File: src/rtl/pc_unit.sv
// rtl/pc_unit.sv - program-counter unit with next-PC select and return-address stack
//
// Holds the fetch PC and computes its successor: sequential increment,
// PC-relative branch, absolute jump, call (push PC+INC) and return (pop).
//
// Ports:
//   clk       rising-edge clock
//   rst       synchronous active-low reset
//   ena       advance enable; low holds all state
//   mode      next-PC select: 0 seq, 1 branch, 2 jump, 3 call, 4 return, 5-7 seq
//   data_in   absolute target for jump/call
//   offset    signed byte offset for branch (pre-shifted, sign-extended)
//   data_out  current PC (registered)
//   pc_plus   data_out + INC (combinational)
//   ras_count number of valid return-address entries
//   ras_full  ras_count == RAS_DEPTH
//   ras_empty ras_count == 0
//   ras_ovf   sticky: call while stack full
//   ras_unf   sticky: return while stack empty

module pc_unit #(
    parameter int                WIDTH        = 32,
    parameter logic [WIDTH-1:0]  RESET_VECTOR = WIDTH'(32'h0040_0000),
    parameter int                INC          = 4,
    parameter int                RAS_DEPTH    = 4
) (
    input  logic                           clk,
    input  logic                           rst,
    input  logic                           ena,
    input  logic [2:0]                     mode,
    input  logic [WIDTH-1:0]               data_in,
    input  logic [WIDTH-1:0]               offset,
    output logic [WIDTH-1:0]               data_out,
    output logic [WIDTH-1:0]               pc_plus,
    output logic [$clog2(RAS_DEPTH):0]     ras_count,
    output logic                           ras_full,
    output logic                           ras_empty,
    output logic                           ras_ovf,
    output logic                           ras_unf
);

    localparam int PW = $clog2(RAS_DEPTH);
    localparam int CW = PW + 1;

    localparam logic [WIDTH-1:0] INC_W   = WIDTH'(INC);
    localparam logic [CW-1:0]    DEPTH_C = CW'(RAS_DEPTH);
    localparam logic [CW-1:0]    ONE_C   = CW'(1);
    localparam logic [PW-1:0]    ONE_P   = PW'(1);

    localparam logic [2:0] MODE_SEQ    = 3'd0;
    localparam logic [2:0] MODE_BRANCH = 3'd1;
    localparam logic [2:0] MODE_JUMP   = 3'd2;
    localparam logic [2:0] MODE_CALL   = 3'd3;
    localparam logic [2:0] MODE_RET    = 3'd4;

    // ras_ptr indexes the current top entry. A push writes one slot above it,
    // so when the stack is full the write lands on the oldest entry, which is
    // exactly the overwrite-oldest behaviour wanted on overflow.
    logic [WIDTH-1:0] ras_mem [RAS_DEPTH];
    logic [PW-1:0]    ras_ptr;
    logic [PW-1:0]    ptr_up;
    logic [PW-1:0]    ptr_down;

    logic [WIDTH-1:0] pc_next;
    logic             do_push;
    logic             do_pop;
    logic             set_unf;

    assign pc_plus   = data_out + INC_W;
    assign ras_full  = (ras_count == DEPTH_C);
    assign ras_empty = (ras_count == '0);
    assign ptr_up    = ras_ptr + ONE_P;
    assign ptr_down  = ras_ptr - ONE_P;

    always_comb begin
        pc_next = pc_plus;
        do_push = 1'b0;
        do_pop  = 1'b0;
        set_unf = 1'b0;
        case (mode)
            MODE_SEQ:    pc_next = pc_plus;
            MODE_BRANCH: pc_next = pc_plus + offset;
            MODE_JUMP:   pc_next = data_in;
            MODE_CALL: begin
                pc_next = data_in;
                do_push = 1'b1;
            end
            MODE_RET: begin
                // Return on an empty stack degrades to a sequential step.
                if (ras_empty) begin
                    pc_next = pc_plus;
                    set_unf = 1'b1;
                end else begin
                    pc_next = ras_mem[ras_ptr];
                    do_pop  = 1'b1;
                end
            end
            default:     pc_next = pc_plus;
        endcase
    end

    always_ff @(posedge clk) begin
        if (!rst) begin
            data_out  <= RESET_VECTOR;
            ras_ptr   <= '0;
            ras_count <= '0;
            ras_ovf   <= 1'b0;
            ras_unf   <= 1'b0;
        end else if (ena) begin
            data_out <= pc_next;
            if (do_push) begin
                ras_mem[ptr_up] <= pc_plus;
                ras_ptr         <= ptr_up;
                if (ras_full) begin
                    ras_ovf <= 1'b1;
                end else begin
                    ras_count <= ras_count + ONE_C;
                end
            end
            if (do_pop) begin
                ras_ptr   <= ptr_down;
                ras_count <= ras_count - ONE_C;
            end
            if (set_unf) begin
                ras_unf <= 1'b1;
            end
        end
    end

endmodule

File: config.mk
export PLATFORM = sky130hd
export DESIGN_NAME = pc_unit
export DESIGN_NICKNAME = d
export VERILOG_FILES = /design/src/rtl/pc_unit.sv
export SDC_FILE = /design/constraint.sdc
export NUM_CORES = 1
export LEC_CHECK = 0
export ABC_AREA = 1
export BUFFER_PORTS_ARGS = -buffer_cell sky130_fd_sc_hd__buf_2
export CAP_MARGIN = 15
export CORE_MARGIN = 1
export CORE_UTILIZATION = 50
export DETAILED_ROUTE_END_ITERATION = 8
export HOLD_SLACK_MARGIN = 0.08
export PLACE_DENSITY_LB_ADDON = 0.12
export SLEW_MARGIN = 20
export SYNTH_ARGS = -nofsm -noshare
export SYNTH_HDL_FRONTEND = slang
export SYNTH_SLANG_ARGS = --single-unit
export TNS_END_PERCENT = 30
File: constraint.sdc
create_clock -name clk -period 8.8 [get_ports clk]
set_clock_uncertainty 0.15 [all_clocks]
set_input_delay 0.44 -clock clk [delete_from_list [all_inputs] [get_ports clk]]
set_output_delay 0.44 -clock clk [all_outputs]
set_load 0.03 [all_outputs]
# Word level (Yosys, flattened, before mapping)
# Memory sizes are Yosys's and may differ from the RTL's. A register that Yosys moved wholly into a read port is not among the register bits.
# Cells that the tools add are included.
[op_classes]
n_addsub = 6
div_mod_pow = 0
reduce_logical = 7
eq_ne = 6
n_mux = 18
order_cmp = 0
mul = 0
shift = 0
n_bitwise = 0
[ops]
columns = ["op", "count"]
rows = [
  ["$pmux W32 S3", 1],
  ["$add A32 B3 Y32 const B", 1],
  ["$add A32 B32 Y32", 1],
  ["$mux W32", 1],
  ["$mux W1", 9],
  ["$mux W3", 3],
  ["$mux W2", 4],
  ["$eq A3 B2 Y1 const B", 2],
  ["$eq A3 B3 Y1 const B", 2],
  ["$reduce_and A3 Y1", 2],
  ["$reduce_and A2 Y1", 2],
  ["$add A3 B1 Y3 const B", 1],
  ["$eq A3 B1 Y1 const B", 1],
  ["$logic_not A3 Y1", 1],
  ["$sub A3 B1 Y3 const B", 1],
  ["$add A2 B1 Y2 const B", 1],
  ["$ne A2 B1 Y1 const B", 1],
  ["$reduce_bool A2 Y1", 1],
  ["$reduce_or A2 Y1", 1],
  ["$sub A2 B1 Y2 const B", 1],
]
[totals]
out_inout_bits = 71
romBits = 0
ram_bits = 128
wordCells = 43
inputBits = 70
reg_bits = 39
latchBits = 0
n_memories = 1
[memory_table]
columns = ["memory", "words", "width", "rd", "rd_clocked_by_memory_dff", "write_ports", "line_no", "text"]
rows = [
  ["ras_mem", 4, 32, 1, 1, 1, "59", "logic [WIDTH-1:0] ras_mem [RAS_DEPTH];"],
]

# Longest topological paths before layout
[depth]
depth_word = 7
ltp_mapped = 25
ltp_nobuf = 25

# Least setup slack after synthesis
# OpenSTA, ideal clock, no wires.
[synth_timing]
path_type = "register -> register"
start = "register data_out[2]"
end = "register data_out[29]"
arrival_time_ns = 3.420
required_time_ns = 8.541
synth_period_minus_slack_ns = 3.679
stages_incl_launch_ff = 20
setup_time_ns = 0.109
n_path_buf = 0
path_slack_ns = 5.121
path_cell_list = "dfxtp_1 -> ha_1 -> nand2_1 -> inv_1 -> nand3_2 -> nor2_4 -> inv_2 -> nor2_2 -> xor2_1 -> ha_1 -> a21oi_1 -> o21bai_1 -> a21oi_1 -> nor2_1 -> nor2_1 -> nand3_1 -> nand3_1 -> nand3_1 -> nand2_1 -> inv_1"
[synth_between]
elab_chain_len = 3
elab_cells_between_ends = 4
classes_between = "add/sub: 2; mux: 2"
[synth_lines]
columns = ["element", "line_no", "text"]
rows = [
  ["start: declaration", "33", "output logic [WIDTH-1:0] data_out,"],
  ["start signal: assignment", "110", "data_out <= pc_next;"],
  ["$add A32 B3 Y32", "69", "assign pc_plus = data_out + INC_W;"],
  ["via pc_plus[18]", "34", "output logic [WIDTH-1:0] pc_plus,"],
  ["$add A32 B32 Y32", "82", "MODE_BRANCH: pc_next = pc_plus + offset;"],
  ["$pmux W32 S3", "80", "case (mode)"],
]
# The timed path passes the listed nets, and every way through them passes these cells.
# A chain may end at the register's enable or synchronous reset.

# Final worst setup path
[layout_timing]
start = "register data_out[2]"
end = "register data_out[17]"
[layout_between]
elab_chain_len = 3
elab_cells_between_ends = 4
classes_between = "add/sub: 2; mux: 2"
[layout_lines]
columns = ["element", "line_no"]
rows = [
  ["$add A32 B3 Y32 (*)", "69"],
  ["$add A32 B32 Y32 or $mux W32 (tied branches)", "82, 90"],
  ["$pmux W32 S3 (*)", "80"],
]
# Mark *: on every way between the ends. The rest lies on a longest branch, timed or not.

==> results.txt <==
The run gives 0.2686 as the headroom to the max-slew limit. The run gives 49.03 mm as the wire length of the first global-routing pass. The number of I/O port buffers is 140. STA classifies the critical path startpoint as a register. For this run, the slowest stage of the critical path takes 0.69 ns. For the TritonCTS buffer count, the log shows 17. The net count of the finished layout is 1465.

The number of global-route vias before repair is 8451, and the post-synthesis cell count is 1226. Post-CTS timing repair inserted 0 buffers for setup. Counting every sink on the clock net gives 169. The setup-violating endpoint count in the final report was 0; the length of the first detailed-routing pass in iterations was 5. The placer congestion estimate was 1.003; the highest achievable clock rate was 234.2 MHz.

The final hold violation count came out at 0. In this run the power density over the cells is 173.7 nW/µm². The tools report the H-tree depth as 4. For the source-to-sink clock delay at the later pin of the worst-skew pair, the log shows 0.44 ns.

The share of post-route cells with drive strength above 1 came out at 0.1880. After detailed routing, the average wire length per cell comes to 20.37 µm. The tool flagged a number of max-cap violations equal to 0.

The synthesized netlist occupies a cell area of 10120 µm². The smallest clock period supported by the final layout is computed as 4.271 ns. The critical path class was register to register. TritonCTS built the clock tree. The total of flip-flops plus latches after synthesis was 169; the routed wire length was 33.24 mm. Number of pins with negative max-slew slack in the final report: 0.

By area the synthesized netlist is led by sky130_fd_sc_hd__edfxtp_1 38%, sky130_fd_sc_hd__nand2_1 11%, sky130_fd_sc_hd__dfxtp_1 8.1%, sky130_fd_sc_hd__a21oi_1 5.0%, sky130_fd_sc_hd__nand3_1 5.0%. The tools report the initial standard-cell utilization of the core as 0.5148. The slowest stage of the critical path belongs to the cell sky130_fd_sc_hd__xor2_1. During synthesis, Yosys emitted a total of 0 warnings. Measured along the y axis, the die boundary spans 144.3 µm.

The tools report the post-synthesis sequential area ratio as 0.4610. The flow ran to the end, and the final reports show no timing, DRC or antenna violations. The tools report the category of the worst setup path capture point as a register. Worst hold path class: input port to register. After floorplanning, the core was divided into 51 placement rows. The initial antenna violation count was 1. Setup repair after global routing left no endpoint under its margin.

The logs give 20810 µm² for the total die area and 1850 for the fill cell total of the finished layout. The total leakage power is 5.083 nW. The placed wire-length estimate was 24.27 mm.

The final route contains 9318 vias. The clock-pin slew on the worst setup and hold paths is 0.07 ns. For the clock tree buffer depth, the log shows 2. The tools report the global-route usage over all layers as 0.3265.

Data on the critical path is required at its endpoint by 8.98 ns. Overall overflow remaining after global route: 0. The cell sitting at the root of the clock tree is a sky130_fd_sc_hd__clkbuf_16. The total negative setup slack is 0 ns, and the number of nets with antenna violations after routing is 0. For the pin count of the biggest net entering global routing, the log shows 66. The average instance in the mapped netlist occupies 8.253 µm². At the worst endpoint, the arrival time is 4.45 ns. In this run, the number of DRC markers left after iteration 0 of detailed routing was 827.

The number of I/O pins came out at 141. Total power of the final layout: 2.026 mW. The core outline area is 19650 µm², and the maximum net fanout on the critical path is 7. The area share of the largest cell type after synthesis was 0.3799. The share of the cycle needed by the critical path after routing was 0.4853.

Number of buffers inserted by hold repair at cts: 0. Post-CTS repair changed the size of 0 cells. Relative to the synthesized area, the layout overhead comes to 15.27%.

The most used cell along the critical path is sky130_fd_sc_hd__nand2_1. Of all cell types, the one taking the most synthesized area is sky130_fd_sc_hd__edfxtp_1. 0 antenna diodes ended up in the layout.

When the netlist entered floorplanning its net count stood at 1337. The signal on the critical path passes through ha_1, nand2_1, inv_1, nand3_2, nor2_1, xor2_1, ha_1, nand2_1, inv_1, nand2_1, nor3_1, nand4_1, nand3_1, nand2_1, nand3_1, nand3_1, o21ai_1, inv_1. The average via count per standard cell works out to 5.710.

For the pin with the worst max-slew slack, the measured transition is 1.096 ns. The die is 144.3 µm wide. The tools report the number of remaining DRC errors as 0. Across the VDD grid, the largest voltage drop is 131.7 µV. The number of different library cells used by synthesis comes to 51.
-- state kept, by name, summed over array words and instances, names as in the netlist, named ones only --
name,count
ras_mem,128
data_out,32
ras_count,3
ras_ptr,2
ras_ovf,1
ras_unf,1
-- worst paths after layout --
check                    from      endpoint  slack (ns)  cells after the start
hold / removal    data_in[13]  data_out[13]        0.18                      3
hold reg to reg       ras_ovf       ras_ovf        0.31                      2
setup / recovery  data_out[2]  data_out[17]        4.53                     18
setup reg to reg  data_out[2]  data_out[17]        4.53                     18
-- worst max-delay path, delay by kind of cell (launching register included) --
kind | cells | cell delay, ns
AO/OA/AOI/OAI | 1 | 0.14
XOR/XNOR | 1 | 0.69
adder cells (fa/ha/maj) | 2 | 0.57
buffers and inverters | 3 | 0.24
flip-flops | 1 | 0.42
AND/OR/NAND/NOR | 11 | 1.94
-- power by group --
part,internal (mW),leakage [nW],switching (mW)
logic,0.116,3.29,0.286
registers,0.876,1.52,0.0220
clock network,0.375,0.266,0.351
total,1.37,5.08,0.659
-- stage by stage --
step / util / hold slack, ns / worst slack [ns] / area, µm² / cells
floorplan: - / 0.3418 / 5.121 / 10120 / 1226
global placement: 0.5625 / 0.2895 / 4.743 / 11060 / 1598
detailed placement: 0.5625 / 0.3039 / 4.722 / 11060 / 1598
CTS: 0.5914 / 0.1690 / 4.684 / 11620 / 1630
global route: 0.5935 / 0.1713 / 4.385 / 11660 / 1632
finish: 0.5935 / 0.1816 / 4.529 / 11660 / 1632
-- cells in the mapped netlist (all sizes together) --
cell type,number
o21bai,6
fa,2
a221oi,9
o31a,1
a31oi,8
buf,20
o22ai,6
dfxtp,41
a21oi,106
a32oi,9
inv,128
nand2,322
a221o,5
o2111ai,2
or2,12
a211oi,1
nor4,3
xor2,19
xnor2,3
a41oi,1
o21ai,65
nand3b,4
clkbuf,22
a22oi,4
nand3,108
clkinv,1
a31o,2
o211ai,4
o21a,3
and2,1
a32o,3
edfxtp,128
ha,39
nor3,18
nand4,13
nor2,107
-- cell families (layout without fill, tap and decap cells) --
| kind of cell | Yosys count | after routing | share of synthesized area |
|---|---|---|---|
| XOR/XNOR | 22 | 22 | 0.01979 |
| AO/OA/AOI/OAI | 235 | 235 | 0.1368 |
| adder cells (fa/ha/maj) | 41 | 41 | 0.05218 |
| flip-flops | 169 | 169 | 0.4610 |
| buffers and inverters | 171 | 312 | 0.06702 |
| AND/OR/NAND/NOR | 588 | 588 | 0.2633 |
-- placed cells by master (no fill, tap or decap), drive strengths merged --
cell | Yosys | final
a211oi | 1 | 1
a21oi | 106 | 106
a221o | 5 | 5
a221oi | 9 | 9
a22oi | 4 | 4
a31o | 2 | 2
a31oi | 8 | 8
a32o | 3 | 3
a32oi | 9 | 9
a41oi | 1 | 1
and2 | 1 | 1
buf | 20 | 151
clkbuf | 22 | 18
clkinv | 1 | 5
clkinvlp | 0 | 4
dfxtp | 41 | 41
edfxtp | 128 | 128
fa | 2 | 2
ha | 39 | 39
inv | 128 | 134
nand2 | 322 | 322
nand3 | 108 | 108
nand3b | 4 | 4
nand4 | 13 | 13
nor2 | 107 | 107
nor3 | 18 | 18
nor4 | 3 | 3
o2111ai | 2 | 2
o211ai | 4 | 4
o21a | 3 | 3
o21ai | 65 | 65
o21bai | 6 | 6
o22ai | 6 | 6
o31a | 1 | 1
or2 | 12 | 12
xnor2 | 3 | 3
xor2 | 19 | 19
-- per-layer routing --
| metal | global-route usage | wire length, µm | vias to the layer above |
|---|---|---|---|
| met3 | 0.05265 | 2786 | 57 |
| li1 | - | - | 4454 |
| met5 | 0 | 0 | - |
| met1 | 0.4745 | 15090 | 4383 |
| met4 | 0.1152 | 946 | 0 |
| met2 | 0.4905 | 14420 | 424 |
-- cell type report --
type | instances | area [µm²] | area share
multi-input cells | 886 | 4806 | 0.4120
inverters | 129 | 484.2 | 0.04151
flip-flops and latches | 169 | 4666 | 0.4000
well taps | 265 | 331.6 | 0.02843
repair buffers | 151 | 808.3 | 0.06930
clock inverters | 14 | 138.9 | 0.01191
clock buffers | 18 | 429.2 | 0.03679
No activity file was read; power rests on OpenSTA's default activity.
